===== src/rtl/d_window_averager.sv =====
`default_nettype none
// ============================================================================
//  Module   : d_window_averager
//  Purpose  : Rounded mean of fixed-length windows of N = 2^LOG2_N unsigned
//             D samples (offset samples from the upstream 2-z^-1 stage).
//             A window opens on start in IDLE, takes N d_valid-qualified
//             samples, then spends one DONE cycle. avg/avg_valid show the
//             result after the edge that closes DONE. In continuous mode,
//             a sample arriving during DONE opens the next window, so a
//             gap-free strobe stream loses nothing at window boundaries.
//  Option   : define AVG_PEAK_EN to add a running window-maximum that is
//             published on peak together with avg; otherwise peak is 0.
//  Ports    : carry     - clock, rising edge
//             rst       - asynchronous active-low reset
//             D         - unsigned sample, DW bits
//             d_valid   - one-cycle strobe qualifying D
//             start     - opens a window (honoured in IDLE only)
//             cont      - back-to-back windows, sampled in DONE
//             avg       - registered rounded mean, held between windows
//             avg_valid - one-cycle pulse when avg updates
//             busy      - high whenever the FSM is not IDLE
//             cnt       - samples accumulated in the current window
//             peak      - window maximum (0 without AVG_PEAK_EN)
//  Revision : 1.0 - initial release
// ============================================================================
module d_window_averager #(
  parameter int LOG2_N = 3,   // window length N = 2^LOG2_N, legal 1..6
  parameter int DW     = 5    // sample width
) (
  input  logic              carry,
  input  logic              rst,
  input  logic [DW-1:0]     D,
  input  logic              d_valid,
  input  logic              start,
  input  logic              cont,
  output logic [DW-1:0]     avg,
  output logic              avg_valid,
  output logic              busy,
  output logic [LOG2_N:0]   cnt,
  output logic [DW-1:0]     peak
);

  // One spare bit above DW+LOG2_N keeps the rounding add overflow-free too.
  localparam int                c_acc_w = DW + LOG2_N + 1;
  localparam int                c_n     = 1 << LOG2_N;
  localparam logic [c_acc_w-1:0] c_half = c_acc_w'(c_n / 2);
  localparam logic [LOG2_N:0]   c_last  = (LOG2_N + 1)'(c_n - 1);
  localparam logic [LOG2_N:0]   c_one   = (LOG2_N + 1)'(1);

  typedef enum logic [1:0] {
    S_IDLE  = 2'd0,
    S_ACCUM = 2'd1,
    S_DONE  = 2'd2
  } state_t;

  state_t               r_state;
  logic [c_acc_w-1:0]   r_acc;
  logic [LOG2_N:0]      r_cnt;
  logic [DW-1:0]        r_avg;
  logic                 r_avg_valid;

  logic [c_acc_w-1:0]   w_d_ext;
  logic [c_acc_w-1:0]   w_sum;
  logic [c_acc_w-1:0]   w_rounded;
  logic [DW-1:0]        w_avg;
  logic                 w_unused;

  assign w_d_ext   = {{(c_acc_w - DW){1'b0}}, D};
  assign w_sum     = r_acc + w_d_ext;
  // Round half up. With a full window acc <= N*(2^DW-1), so the shifted
  // result always fits in DW bits and the dropped top bit is zero.
  assign w_rounded = r_acc + c_half;
  assign w_avg     = w_rounded[LOG2_N +: DW];
  assign w_unused  = ^{w_rounded[LOG2_N-1:0], w_rounded[c_acc_w-1]};

  always_ff @(posedge carry or negedge rst) begin
    if (!rst) begin
      r_state     <= S_IDLE;
      r_acc       <= '0;
      r_cnt       <= '0;
      r_avg       <= '0;
      r_avg_valid <= 1'b0;
    end else begin
      r_avg_valid <= 1'b0;
      case (r_state)
        S_IDLE: begin
          // d_valid is deliberately ignored until a window is opened.
          if (start) begin
            r_state <= S_ACCUM;
            r_acc   <= '0;
            r_cnt   <= '0;
          end
        end
        S_ACCUM: begin
          // start is not looked at here: a running window never restarts.
          if (d_valid) begin
            r_acc <= w_sum;
            r_cnt <= r_cnt + c_one;
            if (r_cnt == c_last) begin
              r_state <= S_DONE;
            end
          end
        end
        S_DONE: begin
          r_avg       <= w_avg;
          r_avg_valid <= 1'b1;
          if (cont) begin
            r_state <= S_ACCUM;
            // A strobe in DONE is the first sample of the next window.
            if (d_valid) begin
              r_acc <= w_d_ext;
              r_cnt <= c_one;
            end else begin
              r_acc <= '0;
              r_cnt <= '0;
            end
          end else begin
            r_state <= S_IDLE;
          end
        end
        default: begin
          r_state <= S_IDLE;
        end
      endcase
    end
  end

  assign avg       = r_avg;
  assign avg_valid = r_avg_valid;
  assign busy      = (r_state != S_IDLE);
  assign cnt       = r_cnt;

`ifdef AVG_PEAK_EN
  logic [DW-1:0] r_max;
  logic [DW-1:0] r_peak;

  // Running maximum follows exactly the same window boundaries as r_acc.
  always_ff @(posedge carry or negedge rst) begin
    if (!rst) begin
      r_max  <= '0;
      r_peak <= '0;
    end else begin
      case (r_state)
        S_IDLE: begin
          if (start) begin
            r_max <= '0;
          end
        end
        S_ACCUM: begin
          if (d_valid && (D > r_max)) begin
            r_max <= D;
          end
        end
        S_DONE: begin
          r_peak <= r_max;
          if (cont && d_valid) begin
            r_max <= D;
          end else begin
            r_max <= '0;
          end
        end
        default: begin
          r_max <= '0;
        end
      endcase
    end
  end

  assign peak = r_peak;
`else
  assign peak = '0;
`endif

endmodule
`default_nettype wire


===== config.mk =====
export PLATFORM = sky130hd
export DESIGN_NAME = d_window_averager
export DESIGN_NICKNAME = d
export VERILOG_FILES = /design/src/rtl/d_window_averager.sv
export SDC_FILE = /design/constraint.sdc
export NUM_CORES = 1
export LEC_CHECK = 0
export ABC_AREA = 1
export BUFFER_PORTS_ARGS = -buffer_cell sky130_fd_sc_hd__buf_2
export CAP_MARGIN = 20
export CELL_PAD_IN_SITES_DETAIL_PLACEMENT = 1
export CELL_PAD_IN_SITES_GLOBAL_PLACEMENT = 2
export CORE_ASPECT_RATIO = 0.6
export CORE_MARGIN = 10
export CORE_UTILIZATION = 28
export CTS_CLUSTER_SIZE = 10
export DETAILED_ROUTE_END_ITERATION = 12
export PLACE_DENSITY = 0.72
export REMOVE_ABC_BUFFERS = 1
export SLEW_MARGIN = 10
export SYNTH_ARGS = -nofsm -noshare
export SYNTH_HDL_FRONTEND = slang
export SYNTH_SLANG_ARGS = --single-unit

===== constraint.sdc =====
create_clock -name carry -period 1.4 [get_ports carry]
set_input_delay 0.28 -clock carry [delete_from_list [all_inputs] [get_ports carry]]
set_output_delay 0.28 -clock carry [all_outputs]
set_load 0.05 [all_outputs]

==> impl_metrics.json, run 1 <==
{
  "status": "finished, violations left",
  "failed_checks": "negative setup slack",
  "track_usage": 0.115,
  "end_kind": "flip-flop",
  "power_density_nw_per_um2": 2030,
  "cts_buffer_depth": 2,
  "dp_hpwl_mm": 3.35,
  "vias": 1452,
  "crit_arrival_ns": 1.79,
  "grt_pass1_vias": 1657,
  "worstHoldPathType": "in2reg",
  "wl_per_cell_um": 15.4,
  "cts_root_buf": "clkbuf_8",
  "synthArstFlopShare": 1.00,
  "critPathKind": "reg2reg",
  "pwr-share-seq": 0.200,
  "path_clk_slew_ns": 0.08,
  "layoutNonFillerInstCount": 315,
  "ant_nets": 0,
  "area_growth_pct": 50.7,
  "min_path_cells": 4,
  "io_pins": 26,
  "layout-drive-gt1-share": 0.429,
  "max_slew_margin": 0.666,
  "yosys_most_used_dff": "dfrtp_1",
  "post-route-min-period_ns": 1.58,
  "cts_buffers": 3,
  "reg2reg_slack_ns": -0.18,
  "rsz0062_at_grt": "yes",
  "avgSynthCellArea_um2": 7.36,
  "synth_edf_count": 0,
  "clk_latency_ns": 0.26,
  "hold_violations": 0,
  "critPathRequiredTime_ns": 1.61,
  "core_area_um2": 4730,
  "swShare": 0.482,
  "rows": 19,
  "comb_power_share": 0.695,
  "drtIter0Drc": 48,
  "place_congestion": 0.835,
  "fin_skew_ns": 0.00226,
  "grt_max_degree": 21,
  "setup_viol": 15,
  "fp.dieH_um": 75.2,
  "yosysWarnings": 0,
  "numClockSinks": 20,
  "grt_pass1_wl_mm": 7.85,
  "place_ws_ns": -0.199,
  "cp_slowest_cell": "dfrtp_1",
  "ys_seq_area_frac": 0.352,
  "leakagePower_nw": 1.16,
  "p_int_mw": 2.25,
  "antenna_found_initial": 0,
  "netlist_area_um2": 1420,
  "die_w_um": 112,
  "drt_wl_total_mm": 4.85,
  "design_area_um2": 2140,
  "period_share": 1.13,
  "maxSlewViolCount": 0,
  "yosysUniqueCellTypes": 27,
  "final_util": 0.453,
  "finalWorstSetupSlack_ns": -0.183,
  "dr.pass1.iters": 4,
  "design.final.nets": 275,
  "synthCells": 193,
  "clockPowerShare": 0.105,
  "p_switching_mw": 2.10,
  "max_stage_delay_ns": 0.37,
  "cts_tree": "done",
  "ff2ff_path_depth": 9,
  "ys_seq_elements": 20,
  "drc_errors": 0,
  "n_antenna_cell": 0,
  "io_buffer_count": 20,
  "setup.worst_path.start_class": "flip-flop",
  "total_power_mw": 4.35,
  "placed_area_um2": 1740,
  "overflow": 0,
  "crit_fanout": 2,
  "maxCapViolCount": 0,
  "path_cells": "ha_2 -> inv_2 -> fa_2 -> inv_2 -> buf_4 -> nor2_1 -> o21ai_1 -> nand2_1 -> nand2_1",
  "cts_max_level": 1,
  "dp_cells": 297,
  "dieArea_um2": 8410,
  "viasPerCell": 4.61,
  "ir_worst_vdd_mv": 1.23,
  "fmax_mhz": 632,
  "worst_slew_pin_slew_ns": 0.501,
  "start_util": 0.300
}
[power by group through the flow]
stage                     logic [mW]  clock network, mW  registers [mW]
after detailed placement        2.16                  0           0.871
after global placement          2.09                  0           0.853
after global routing            3.26              0.506           0.898
after CTS                       2.64              0.479           0.868
after floorplan                 1.06                  0            1.13
final                           3.02              0.458           0.871
[cell families (layout without fill, tap and decap cells)]
group | after synthesis | in the layout | share of synthesized area
AND/OR/NAND/NOR | 103 | 103 | 0.300
buffers and inverters | 33 | 88 | 0.114
AO/OA/AOI/OAI | 20 | 20 | 0.0952
flip-flops | 20 | 20 | 0.352
adder cells (fa/ha/maj) | 12 | 12 | 0.111
XOR/XNOR | 4 | 4 | 0.0247
other | 1 | 5 | 0.00264
[layout by cell type, fill, tap and decap left out]
cell	Yosys	final
o22ai_1	1	1
nor2_1	10	9
a21oi_1	5	4
xor2_1	4	4
ha_4	0	6
o21ai_0	8	4
ha_2	0	1
nand3_1	17	10
nand4_1	1	1
nand2_2	0	8
inv_4	1	4
a21oi_2	1	1
conb_1	1	5
dlygate4sd3_1	0	1
inv_2	2	5
a22o_1	1	1
o21ai_4	1	2
o21ai_1	1	4
buf_8	0	1
fa_2	0	1
a21oi_4	1	2
buf_4	5	33
nand3_2	0	5
nor3_2	1	1
nor2_4	1	1
dfrtp_1	20	20
ha_1	11	4
nand2_4	0	4
nor2_2	1	2
inv_1	22	16
buf_6	2	5
clkbuf_8	0	4
nand2_1	72	60
o21ai_2	1	1
nand3_4	0	2
buf_2	0	19
[flip-flops by register name (all words and copies together) (netlist names)]
name	cells
r_acc	8
avg	5
cnt	4
r_state	2
avg_valid	1
[metal layers]
layer  GRT usage  part of all wire  vias up
met1       0.118              0.44      705
li1            -                 -      717
met2       0.227              0.51       22
met3      0.0341             0.035        8
met5           0                 0        -
met4      0.0308             0.015        0
[layout make-up]
cell class              count  area (um^2)
clock buffers               4         55.1
fillers                   579         2590
inverters                  25          104
multi-input cells         144          978
flip-flops and latches     20          500
well taps                  63         78.8
repair buffers             59          424
[cell usage after synthesis (all sizes together), types with 4 or more instances]
| master | count | area, um^2 |
|---|---|---|
| dfrtp | 20 | 500 |
| a21oi | 7 | 50.1 |
| inv | 25 | 96.4 |
| buf | 7 | 60.1 |
| ha | 11 | 138 |
| nand2 | 72 | 270 |
| nor2 | 12 | 55.1 |
| nand3 | 17 | 85.1 |
| xor2 | 4 | 35.0 |
| o21ai | 11 | 70.1 |
[per-stage QoR]
stage / setup TNS, ns / hold WS (ns)
finish: -1.42 / 0.369
global route: -2.61 / 0.400
CTS: -0.733 / 0.356
detailed placement: -1.90 / 0.278
global placement: -1.19 / 0.267
floorplan: -0.269 / -0.0156
[path summary, 6_finish.rpt]
kind | start | endpoint
min in group asynchronous | rst | r_acc[5]$_DFFE_PN0P_
max in group asynchronous | rst | cnt[2]$_DFFE_PN0P_
worst min register to register | avg[0]$_DFFE_PN0P_ | avg[0]$_DFFE_PN0P_
worst max-delay path | r_acc[0]$_DFFE_PN0P_ | r_acc[2]$_DFFE_PN0P_
worst max register to register | r_acc[0]$_DFFE_PN0P_ | r_acc[2]$_DFFE_PN0P_
worst min-delay path | D[0] | r_acc[0]$_DFFE_PN0P_
[timing repair]
action                                  4_1_cts  5_1_grt
hold buffers                                  1        0
hold endpoints to repair                     20        0
gates resized for setup                      44       18
endpoints found under the setup margin       15       15
pin swaps                                     8       13
setup buffers                                 7        6
[worst max-delay path, delay by kind of cell, from the launching register on]
kind / cells / cell delay, ns
adders and majority gates: 2 / 0.54
DFF: 1 / 0.37
buffers and inverters: 3 / 0.24
and+or+nand+nor: 3 / 0.19
AOI/OAI and AO/OA: 1 / 0.18
Power figures use the tool's default switching activity.
==> run 2: changes to the inputs <==
--- a/config.mk
+++ b/config.mk
@@ -6,16 +6,17 @@
 export NUM_CORES = 1
 export LEC_CHECK = 0
 export ABC_AREA = 1
-export BUFFER_PORTS_ARGS = -buffer_cell sky130_fd_sc_hd__buf_2
 export CAP_MARGIN = 20
 export CELL_PAD_IN_SITES_DETAIL_PLACEMENT = 1
 export CELL_PAD_IN_SITES_GLOBAL_PLACEMENT = 2
-export CORE_ASPECT_RATIO = 0.6
+export CORE_ASPECT_RATIO = 0.75
 export CORE_MARGIN = 10
-export CORE_UTILIZATION = 28
+export CORE_UTILIZATION = 31
+export CTS_BUF_LIST = sky130_fd_sc_hd__clkbuf_4 sky130_fd_sc_hd__clkbuf_8 sky130_fd_sc_hd__clkbuf_16
 export CTS_CLUSTER_SIZE = 10
 export DETAILED_ROUTE_END_ITERATION = 12
-export PLACE_DENSITY = 0.72
+export DONT_BUFFER_PORTS = 1
+export PLACE_DENSITY = 0.7
 export REMOVE_ABC_BUFFERS = 1
 export SLEW_MARGIN = 10
 export SYNTH_ARGS = -nofsm -noshare
==> run 2 against run 1 <==
  * The flow still finishes with violations (negative setup slack)
  * Total power decreased by 5.1%
  * Non-clock buffer count decreased by 26
  * Sequential share of layout area increased by 2.0 points
  * Sequential cell count unchanged
  * Register-to-register slack improved by 0.09 ns
  * Critical endpoint is now r_acc[1]$_DFFE_PN0P_
==> impl_metrics.json, run 2 (same netlist as run 1, synthesis figures left out) <==
{
  "placed_area_um2": 1640,
  "p_switching_mw": 1.93,
  "rsz0062_at_grt": "yes",
  "maxSlewViolCount": 0,
  "fp.dieH_um": 78.6,
  "crit_buf_inv": 1,
  "numClockSinks": 20,
  "layoutNonFillerInstCount": 283,
  "critPathKind": "reg2reg",
  "crit_arrival_ns": 1.67,
  "grt_max_degree": 21,
  "worstHoldPathType": "in2async",
  "start_util": 0.320,
  "layout_common_cells": "63 x nand2_1, 27 x buf_4, 19 x dfrtp_1",
  "die_w_um": 98.2,
  "hold_violations": 0,
  "dp_hpwl_mm": 3.19,
  "dr.pass1.iters": 3,
  "nFillCells": 528,
  "period_share": 1.07,
  "crit_fanout": 2,
  "ant_nets": 0,
  "n_antenna_cell": 0,
  "area_growth_pct": 38.9,
  "core_area_um2": 4440,
  "cts_max_level": 1,
  "design.final.nets": 249,
  "setup_viol": 10,
  "max_stage_delay_ns": 0.42,
  "layout-drive-gt1-share": 0.350,
  "ir_worst_vdd_mv": 0.809,
  "fin_skew_ns": 0.0106,
  "antenna_found_initial": 0,
  "overflow": 0,
  "status": "finished, violations left",
  "cts_buffer_depth": 2,
  "path_cells": "ha_2 -> inv_2 -> fa_2 -> o22ai_1 -> nand3_1 -> o21ai_1",
  "whs_ns": 0.225,
  "p_int_mw": 2.20,
  "worst_slew_pin_slew_ns": 0.947,
  "clockPowerShare": 0.141,
  "wl_per_cell_um": 14.6,
  "drtIter0Drc": 42,
  "largest_reg_flops": 8,
  "maxCapViolCount": 0,
  "viasPerCell": 4.64,
  "io_buffer_count": 0,
  "comb_power_share": 0.604,
  "rows": 21,
  "clk_latency_ns": 0.26,
  "cp_slowest_cell": "fa_2",
  "drc_errors": 0,
  "pwr-share-seq": 0.255,
  "cts_tree": "done",
  "track_usage": 0.106,
  "grt_pass1_wl_mm": 6.93,
  "final_common_cell": "nand2_1",
  "post-route-min-period_ns": 1.50,
  "power_density_nw_per_um2": 2090,
  "path_clk_slew_ns": 0.08,
  "cts_buffers": 3,
  "finalWorstSetupSlack_ns": -0.0955,
  "dieArea_um2": 7720,
  "swShare": 0.467,
  "leakagePower_nw": 1.02,
  "cp_top_family": "adder cells",
  "end_kind": "flip-flop",
  "max_slew_margin": 0.369,
  "dp_cells": 271,
  "design_area_um2": 1970,
  "setup.worst_path.start_class": "flip-flop",
  "regMostFlops": "r_acc",
  "place_congestion": 0.831,
  "fmax_mhz": 669,
  "critPathRequiredTime_ns": 1.58,
  "drt_wl_total_mm": 4.12,
  "io_pins": 26,
  "cts_root_buf": "clkbuf_8",
  "failed_checks": "negative setup slack",
  "vias": 1314,
  "total_power_mw": 4.13,
  "grt_pass1_vias": 1426
}
## run 2: through the flow
| step | setup slack [ns] | util | TNS, ns |
|---|---|---|---|
| finish | -0.0955 | 0.444 | -0.594 |
| global route | -0.220 | 0.444 | -1.86 |
| floorplan | -0.0606 | - | -0.269 |
| global placement | -0.0987 | 0.370 | -0.860 |
| detailed placement | -0.159 | 0.370 | -1.63 |
| CTS | -0.0922 | 0.421 | -0.593 |
## run 2: layout make-up
| class | count | area, um^2 | area share |
|---|---|---|---|
| sequential | 20 | 502 | 0.254 |
| inverter | 25 | 106 | 0.0539 |
| clock inverter | 1 | 30.0 | 0.0152 |
| multi-input combinational | 144 | 942 | 0.477 |
| clock buffer | 3 | 41.3 | 0.0209 |
| tap | 57 | 71.3 | 0.0361 |
| timing repair buffer | 33 | 280 | 0.142 |
## run 2: worst paths after layout
path | from | to | slack, ns | cells past startpoint
min in group carry | D[4] | r_acc[4]$_DFFE_PN0P_ | 0.23 | 4
setup reg to reg | r_acc[0]$_DFFE_PN0P_ | r_acc[1]$_DFFE_PN0P_ | -0.1 | 6
hold reg to reg | r_acc[7]$_DFFE_PN0P_ | r_acc[7]$_DFFE_PN0P_ | 0.53 | 2
max in group asynchronous | rst | r_state[1]$_DFFE_PN0P_ | 0.52 | 1
hold / removal | rst | r_acc[6]$_DFFE_PN0P_ | 0.22 | 1
setup / recovery | r_acc[0]$_DFFE_PN0P_ | r_acc[1]$_DFFE_PN0P_ | -0.1 | 6
## run 2: repair_timing
item	CTS	global route
setup buffers	4	3
hold buffers	1	0
hold endpoints to repair	20	0
pin swaps	2	4
setup endpoints to repair	15	15
gates resized for setup	34	19
## run 2: routing by layer
layer  vias to the layer above  wire, um  global-route usage
met3                         4       197              0.0385
li1                        665         -                   -
met2                        18      2060               0.184
met5                         -         0                   0
met1                       627      1820               0.124
met4                         0        47              0.0200
## run 2: power groups by stage
stage,Combinational [mW],Sequential (mW),Clock (mW)
2_1_floorplan,1.06,1.13,0
3_3_place_gp,1.89,1.04,0
3_5_place_dp,1.95,1.05,0
4_1_cts,2.33,1.04,0.602
5_1_grt,2.74,1.08,0.629
6_report,2.49,1.05,0.582
